## src/rtl/spi_bram_bridge.sv

```systemverilog
// ---------------------------------------------------------------------------
// spi_bram_bridge
//   SPI slave (mode 0) that turns command/address/data frames into accesses
//   on a single-port block RAM.
//
//   Frame: 1 command byte, ADDR_BYTES address bytes (MSB first, only the low
//   ADDR_W bits kept), then DATA_W-bit words.
//   0x02 = write burst, 0x03 = read burst, anything else is dropped. Address
//   auto-increments and wraps in both directions.
//   Read words are prefetched one word ahead so that MISO is ready on the
//   SCLK fall that starts each word.
//
//   Optional feature macro: SPI_BRAM_STATUS_EN adds command 0x05, which
//   returns a saturating count of invalid commands plus discarded partial
//   write words.
//
// Ports
//   sys_clk    system clock, everything on its rising edge
//   sys_rst    synchronous active-high reset
//   sclk_in    SPI clock (async, idle low)
//   mosi_in    SPI data in (async)
//   cs_in      SPI chip select, active low (async)
//   miso_out   SPI data out, 0 outside read data phases
//   addr_out   BRAM address
//   wdata_out  BRAM write data
//   rdata_in   BRAM read data, RD_LATENCY cycles after a read enable
//   wen_out    BRAM write enable
//   en_out     BRAM enable
// ---------------------------------------------------------------------------
module spi_bram_bridge #(
    parameter int ADDR_W     = 13,
    parameter int DATA_W     = 8,
    parameter int RD_LATENCY = 1
) (
    input  logic              sys_clk,
    input  logic              sys_rst,
    input  logic              sclk_in,
    input  logic              mosi_in,
    input  logic              cs_in,
    output logic              miso_out,
    output logic [ADDR_W-1:0] addr_out,
    output logic [DATA_W-1:0] wdata_out,
    input  logic [DATA_W-1:0] rdata_in,
    output logic              wen_out,
    output logic              en_out
);

    localparam int ADDR_BYTES = (ADDR_W + 7) / 8;
    localparam int ABITS      = ADDR_BYTES * 8;
    localparam logic [5:0] ADDR_LAST = 6'(ABITS - 1);
    localparam logic [5:0] DATA_LAST = 6'(DATA_W - 1);

    typedef enum logic [2:0] {
        IDLE, CMD, ADDR, WDATA, RDATA, DROP, WAIT_CS
`ifdef SPI_BRAM_STATUS_EN
        , STATUS
`endif
    } state_t;

    state_t state, state_next;

    // Synchronisers; sclk keeps one extra stage for edge detection.
    // The CS chain resets to 0 (selected) so the FSM, which resets into
    // WAIT_CS, only leaves it once a genuine CS-high has been synchronised.
    logic [2:0] sclk_sr;
    logic [1:0] mosi_sr;
    logic [1:0] cs_sr;
    logic       sclk_rise, sclk_fall, mosi_s, cs_s;

    assign sclk_rise = sclk_sr[1] & ~sclk_sr[2];
    assign sclk_fall = ~sclk_sr[1] & sclk_sr[2];
    assign mosi_s    = mosi_sr[1];
    assign cs_s      = cs_sr[1];

    logic [6:0]        cmd_sr;
    logic [7:0]        cmd_byte;
    logic              is_read;
    logic [5:0]        bit_cnt;
    logic [ADDR_W-1:0] addr;
    logic [DATA_W-2:0] wshift;
    logic [DATA_W-1:0] hold;
    logic [DATA_W-1:0] obuf;
    logic [RD_LATENCY:0] rd_pend;

    assign cmd_byte = {cmd_sr, mosi_s};

`ifdef SPI_BRAM_STATUS_EN
    logic [7:0] stat_cnt;
    logic [6:0] sbuf;
`endif

    // ------------------------------------------------------------------
    // State register
    // ------------------------------------------------------------------
    always_ff @(posedge sys_clk) begin
        if (sys_rst) state <= WAIT_CS;
        else         state <= state_next;
    end

    // ------------------------------------------------------------------
    // Next-state logic
    // ------------------------------------------------------------------
    always_comb begin
        // NOTE: default first so every path assigns state_next (no latch).
        state_next = state;
        case (state)
            IDLE:    if (!cs_s) state_next = CMD;
            CMD: begin
                if (cs_s) state_next = IDLE;
                else if (sclk_rise && bit_cnt == 6'd7) begin
                    if (cmd_byte == 8'h02 || cmd_byte == 8'h03) state_next = ADDR;
`ifdef SPI_BRAM_STATUS_EN
                    else if (cmd_byte == 8'h05) state_next = STATUS;
`endif
                    else state_next = DROP;
                end
            end
            ADDR: begin
                if (cs_s) state_next = IDLE;
                else if (sclk_rise && bit_cnt == ADDR_LAST)
                    state_next = is_read ? RDATA : WDATA;
            end
            WAIT_CS: if (cs_s) state_next = IDLE;
            default: if (cs_s) state_next = IDLE;   // WDATA, RDATA, DROP, STATUS
        endcase
    end

    // ------------------------------------------------------------------
    // Datapath
    // ------------------------------------------------------------------
    always_ff @(posedge sys_clk) begin
        if (sys_rst) begin
            sclk_sr   <= '0;
            mosi_sr   <= '0;
            cs_sr     <= '0;
            cmd_sr    <= '0;
            is_read   <= 1'b0;
            bit_cnt   <= '0;
            addr      <= '0;
            wshift    <= '0;
            hold      <= '0;
            obuf      <= '0;
            rd_pend   <= '0;
            miso_out  <= 1'b0;
            addr_out  <= '0;
            wdata_out <= '0;
            wen_out   <= 1'b0;
            en_out    <= 1'b0;
`ifdef SPI_BRAM_STATUS_EN
            stat_cnt  <= '0;
            sbuf      <= '0;
`endif
        end else begin
            // NOTE: non-blocking throughout; later assignments in this block
            // deliberately override the defaults set here.
            sclk_sr <= {sclk_sr[1:0], sclk_in};
            mosi_sr <= {mosi_sr[0], mosi_in};
            cs_sr   <= {cs_sr[0], cs_in};
            en_out  <= 1'b0;
            wen_out <= 1'b0;
            rd_pend <= {rd_pend[RD_LATENCY-1:0], 1'b0};
            if (rd_pend[RD_LATENCY]) hold <= rdata_in;

            case (state)
                CMD: begin
                    miso_out <= 1'b0;
                    if (sclk_rise) begin
                        cmd_sr  <= cmd_byte[6:0];
                        bit_cnt <= bit_cnt + 6'd1;
                        if (bit_cnt == 6'd7) begin
                            bit_cnt <= '0;
                            is_read <= (cmd_byte == 8'h03);
`ifdef SPI_BRAM_STATUS_EN
                            if (cmd_byte != 8'h02 && cmd_byte != 8'h03 &&
                                cmd_byte != 8'h05 && stat_cnt != 8'hFF)
                                stat_cnt <= stat_cnt + 8'd1;
`endif
                        end
                    end
                end
                ADDR: begin
                    miso_out <= 1'b0;
                    if (sclk_rise) begin
                        // Excess high address bits simply shift out the top.
                        addr    <= ADDR_W'({addr, mosi_s});
                        bit_cnt <= bit_cnt + 6'd1;
                        if (bit_cnt == ADDR_LAST) begin
                            bit_cnt <= '0;
                            if (is_read) begin
                                en_out     <= 1'b1;
                                addr_out   <= ADDR_W'({addr, mosi_s});
                                rd_pend[0] <= 1'b1;
                            end
                        end
                    end
                end
                WDATA: begin
                    miso_out <= 1'b0;
                    // A final bit arriving together with CS high still writes.
                    if (sclk_rise) begin
                        wshift  <= {wshift[DATA_W-3:0], mosi_s};
                        bit_cnt <= bit_cnt + 6'd1;
                        if (bit_cnt == DATA_LAST) begin
                            bit_cnt   <= '0;
                            en_out    <= 1'b1;
                            wen_out   <= 1'b1;
                            addr_out  <= addr;
                            wdata_out <= {wshift, mosi_s};
                            addr      <= addr + 1'b1;
                        end
                    end else if (cs_s) begin
                        bit_cnt <= '0;
`ifdef SPI_BRAM_STATUS_EN
                        if (bit_cnt != '0 && stat_cnt != 8'hFF)
                            stat_cnt <= stat_cnt + 8'd1;
`endif
                    end
                end
                RDATA: begin
                    if (cs_s) begin
                        miso_out <= 1'b0;
                    end else if (sclk_fall) begin
                        if (bit_cnt == '0) begin
                            // Word boundary: present the prefetched word and
                            // fetch the next one while it shifts out.
                            miso_out   <= hold[DATA_W-1];
                            obuf       <= hold << 1;
                            addr       <= addr + 1'b1;
                            addr_out   <= addr + 1'b1;
                            en_out     <= 1'b1;
                            rd_pend[0] <= 1'b1;
                            bit_cnt    <= 6'd1;
                        end else begin
                            miso_out <= obuf[DATA_W-1];
                            obuf     <= obuf << 1;
                            bit_cnt  <= (bit_cnt == DATA_LAST) ? '0 : bit_cnt + 6'd1;
                        end
                    end
                end
`ifdef SPI_BRAM_STATUS_EN
                STATUS: begin
                    if (cs_s) begin
                        miso_out <= 1'b0;
                    end else if (sclk_fall) begin
                        if (bit_cnt == '0) begin
                            miso_out <= stat_cnt[7];
                            sbuf     <= stat_cnt[6:0];
                        end else begin
                            miso_out <= sbuf[6];
                            sbuf     <= sbuf << 1;
                        end
                        bit_cnt <= (bit_cnt == 6'd7) ? '0 : bit_cnt + 6'd1;
                    end
                end
`endif
                default: begin   // IDLE, DROP, WAIT_CS
                    miso_out <= 1'b0;
                    bit_cnt  <= '0;
                end
            endcase
        end
    end

endmodule

```

## config.mk

```make
export PLATFORM = sky130hd
export DESIGN_NAME = spi_bram_bridge
export DESIGN_NICKNAME = d
export VERILOG_FILES = /design/src/rtl/spi_bram_bridge.sv
export SDC_FILE = /design/constraint.sdc
export NUM_CORES = 1
export LEC_CHECK = 0
export ABC_AREA = 1
export CORE_MARGIN = 8
export CORE_UTILIZATION = 60
export CTS_BUF_LIST = sky130_fd_sc_hd__clkbuf_2 sky130_fd_sc_hd__clkbuf_4 sky130_fd_sc_hd__clkbuf_8
export DETAILED_ROUTE_END_ITERATION = 10
export GPL_TIMING_DRIVEN = 0
export PLACE_DENSITY = 0.82
export SYNTH_ARGS = -nofsm -noshare
export SYNTH_HDL_FRONTEND = slang
export SYNTH_SLANG_ARGS = --single-unit
```

## constraint.sdc

```tcl
create_clock -name sys_clk -period 1.7 [get_ports sys_clk]
set_input_delay 0.255 -clock sys_clk [delete_from_list [all_inputs] [get_ports sys_clk]]
set_output_delay 0.255 -clock sys_clk [all_outputs]
set_load 0.01 [all_outputs]
```

==> results by group <==
Placed design
  – Post-DP HPWL: ~8600 um
  – Post-Place Cells: 835
  – IO buf count: 36
  – GPL Wtd Cong: roughly 0.91
  – Cell Area, Placed: a little under 5000 um2

Route
  – Vias per cell: roughly 5.4
  – Drt wl/cell: between 10 and 15 um
  – Residual DRC: 0
  – Total Routed Length: 12200 um
  – Initial DRT Pass Iterations: 5
  – Initial DRC Count: between 300 and 400
  – Antenna-violating nets left: 0
  – Total vias in the final route: 4623

STA
  – Period utilisation layout: 97.6%
  – Clock skew: ~0.0091 ns
  – Final Hold Fails: 0
  – Min Tclk post-route: around 1.7 ns
  – Hold Slack: approximately 0.40 ns
  – Slew headroom: between 50% and 60%
  – Tightest Pin Transition: roughly 0.63 ns
  – Final setup vio count: 0
  – Fmax: 603 MHz
  – RSZ-0062 raised after global routing: yes
  – Pins Over Slew Limit: 0

GRT
  – Vias in the first global route: about 4400
  – Grt ovf: 0
  – Initial antenna violation count: 0
  – Largest net degree at the start of global routing: 17
  – First-pass GRT wire length: between 15000 and 20000 um
  – Overall Global Routing Usage: approximately a quarter

Layout
  – Final core occ: 74.8%
  – Ant. Diodes: 0
  – Design area: roughly 5400 um2
  – Nets: between 700 and 800
  – Share of cells above drive strength 1: about 13%
  – Synth-to-Final Area Change: 21.1%
  – Non-Filler Instances: about 860

Power
  – Power per cell area: 834 nW/um2
  – LEAKAGE: between 2 and 2.5 nW
  – Total power: 4.52 mW
  – Maximum vdd ir drop: between 0.6 and 0.7 mV

Synth
  – Simple-gate share of the synthesized area: around 40%
  – Mapped Avg Cell Area: 6.40 um2
  – Mux contribution to synthesized area: 0%
  – Largest family of logic cells by synthesized area: simple AND/OR/NAND/NOR gates
  – Area fraction in compound gates after synthesis: between 10% and 20%
  – Post-synthesis xor/xnor area fraction: 0.391%
  – Yosys Warn Count: 0
  – Adder-Cell Fraction of Synth Area: less than 1%
  – Post-synthesis cell type count: 34
  – Sequential element share of the synthesized area: about 38%
  – Seq cells post-synth: 85
  – Post-Syn Area: ~4500 um2
  – Synth Instances: 700
  – Post-synth net total: 716

Clock tree
  – Clock Latency Late Sink: 0.37 ns
  – CTS Hold Bufs: 0
  – H-tree Lvls: 3
  – CTS Sinks: 85
  – Deepest clock path buffer count: 2
  – CTS clk-pin slew, worst paths: 0.09 ns
  – Root Driver: clkbuf_8
  – CTS Buf Count: 9
  – TritonCTS clock tree: done

Worst setup path
  – Most frequent cell on the critical path: nand2_1
  – Critical path data required time: roughly 2 ns
  – Reg2reg end: addr_out[3]
  – Critical path's largest stage delay: approximately 0.32 ns
  – Crit Reg-Reg Startpoint: state[1]
  – Crit-path cells: buf_4 > nor2_4 > nand2_4 > inv_2 > nand4_4 > nand3_4 > buf_6 > nand2_1 > nand2_1 > nor2_1
  – Crit-path slowest cell: dfxtp_1
  – CP Class: flip-flop to flip-flop
  – Crit path max-delay family: simple AND/OR/NAND/NOR gates
  – Critical Path Fanout Max: 10
  – Critical Path Sink Type: flip-flop
  – Setup slack, reg-to-reg: 0.04 ns
  – Startpoint types: flip-flop
  – CP Buf/Inv Count: 3
  – Reg2reg path depth: 10
  – WP data arrival: about 1.9 ns

Floorplan
  – Die X: 102 um
  – Height of the die: 102 um
  – Core ar.: between 7000 and 8000 um2
  – Die ar.: between 10000 and 15000 um2
  – # IOs: 37
  – Initial Utilization: around three fifths
  – Num rows: 31

Status
  – Run status: completed

Min path
  – Hold path start: sclk_in
  – Worst Hold Class: primary input to flip-flop
  – Hold depth: 3
  – Hold Crit Endpoint: sclk_sr[0]

Flow run
  – Max cap viols: 0
[routing by layer]
layer	GRT usage, %	vias up	share of wire [%]
met5	0	-	0
met4	15.3	0	4.2
met3	4.43	42	5.3
met2	41.3	146	48
met1	26.6	2111	42
li1	-	2324	-
[cells in the mapped netlist (all sizes together)]
| library cell | instances | share of area, % |
|---|---|---|
| a211oi | 1 | 0.17 |
| xor2 | 2 | 0.39 |
| nand3 | 63 | 8.1 |
| o22ai | 2 | 0.28 |
| nand4 | 12 | 2.0 |
| nor2 | 152 | 14 |
| o211ai | 2 | 0.34 |
| o31ai | 1 | 0.17 |
| clkinv | 2 | 0.17 |
| ha | 3 | 0.84 |
| and3 | 1 | 0.14 |
| o21bai | 5 | 0.84 |
| nor3 | 2 | 0.47 |
| a21oi | 31 | 3.5 |
| o21ai | 43 | 4.8 |
| nand2 | 191 | 17 |
| buf | 12 | 1.7 |
| clkbuf | 9 | 0.75 |
| inv | 81 | 6.8 |
| dfxtp | 85 | 38 |
[per-stage QoR]
stage / TNS [ns] / setup WS [ns]
floorplan: 0 / 0.194
finish: 0 / 0.0414
global placement: -0.643 / -0.110
CTS: 0 / 0.00581
detailed placement: -1.76 / -0.143
global route: -0.275 / -0.0591
[worst max-delay path by stage]
stage	slack [ns]	from	cells past startpoint	endpoint
floorplan	0.19	bit_cnt[0]	10	addr_out[3]
global placement	-0.11	bit_cnt[0]	9	addr_out[3]
detailed placement	-0.14	bit_cnt[1]	9	addr_out[3]
CTS	0.006	bit_cnt[1]	9	addr_out[3]
global route	-0.06	state[1]	10	addr_out[3]
finish	0.04	state[1]	10	addr_out[3]
[layout make-up]
cell class,instances,area [um2]
clock buffer,9,124
fill,612,1830
sequential,85,1710
clock inverter,7,81.3
tap,99,124
timing repair buffer,47,443
inverter,83,314
buffer,20,134
multi-input combinational,511,2500
[timing repair]
action                                  in CTS  in global routing
setup buffers                                1                  9
hold endpoints to repair                     0                  0
resized for setup                           14                 40
pin swaps                                    3                  7
endpoints found under the setup margin      18                 50
gates cloned                                 0                  1
[where the power goes]
group / switching [mW] / total (mW) / internal, mW
registers: 0.0884 / 2.15 / 2.06
logic: 0.544 / 0.852 / 0.308
clock network: 0.817 / 1.52 / 0.705
[worst register-to-register path: cells and delay by family, from the launching register on]
kind	cells	cell delay, ns
buffers and inverters	3	0.47
flip-flops	1	0.32
AND/OR/NAND/NOR	7	0.76
[cell families (layout without fill, tap and decap cells)]
logic type,count (synthesis),after routing
xor gates and xnor gates,2,2
DFF,85,85
adders and majority gates,3,3
buffers and inverters,104,166
and+or+nand+nor,421,421
AOI/OAI and AO/OA,85,85
[layout by cell type, fill, tap and decap left out, drive strengths merged]
| cell | n |
|---|---|
| o21ai | 43 |
| and3 | 1 |
| nor3 | 2 |
| o211ai | 2 |
| bufinv | 1 |
| nand4 | 12 |
| clkbuf | 19 |
| o22ai | 2 |
| nand2 | 191 |
| nand3 | 63 |
| ha | 3 |
| o31ai | 1 |
| clkinv | 4 |
| o21bai | 5 |
| buf | 21 |
| xor2 | 2 |
| a21oi | 31 |
| nor2 | 152 |
| dfxtp | 85 |
| clkdlybuf4s50 | 36 |
| a211oi | 1 |
| inv | 85 |
[registers in the layout, summed over array words and instances (netlist names), 2 cells and up]
register and cells:
sclk_sr 3, wshift 7, cmd_sr 7, bit_cnt 6, mosi_sr 2, hold 8
wdata_out 8, addr 13, cs_sr 2, obuf 7, addr_out 13, rd_pend 2
state 3
(Power assumes the default switching activity.)
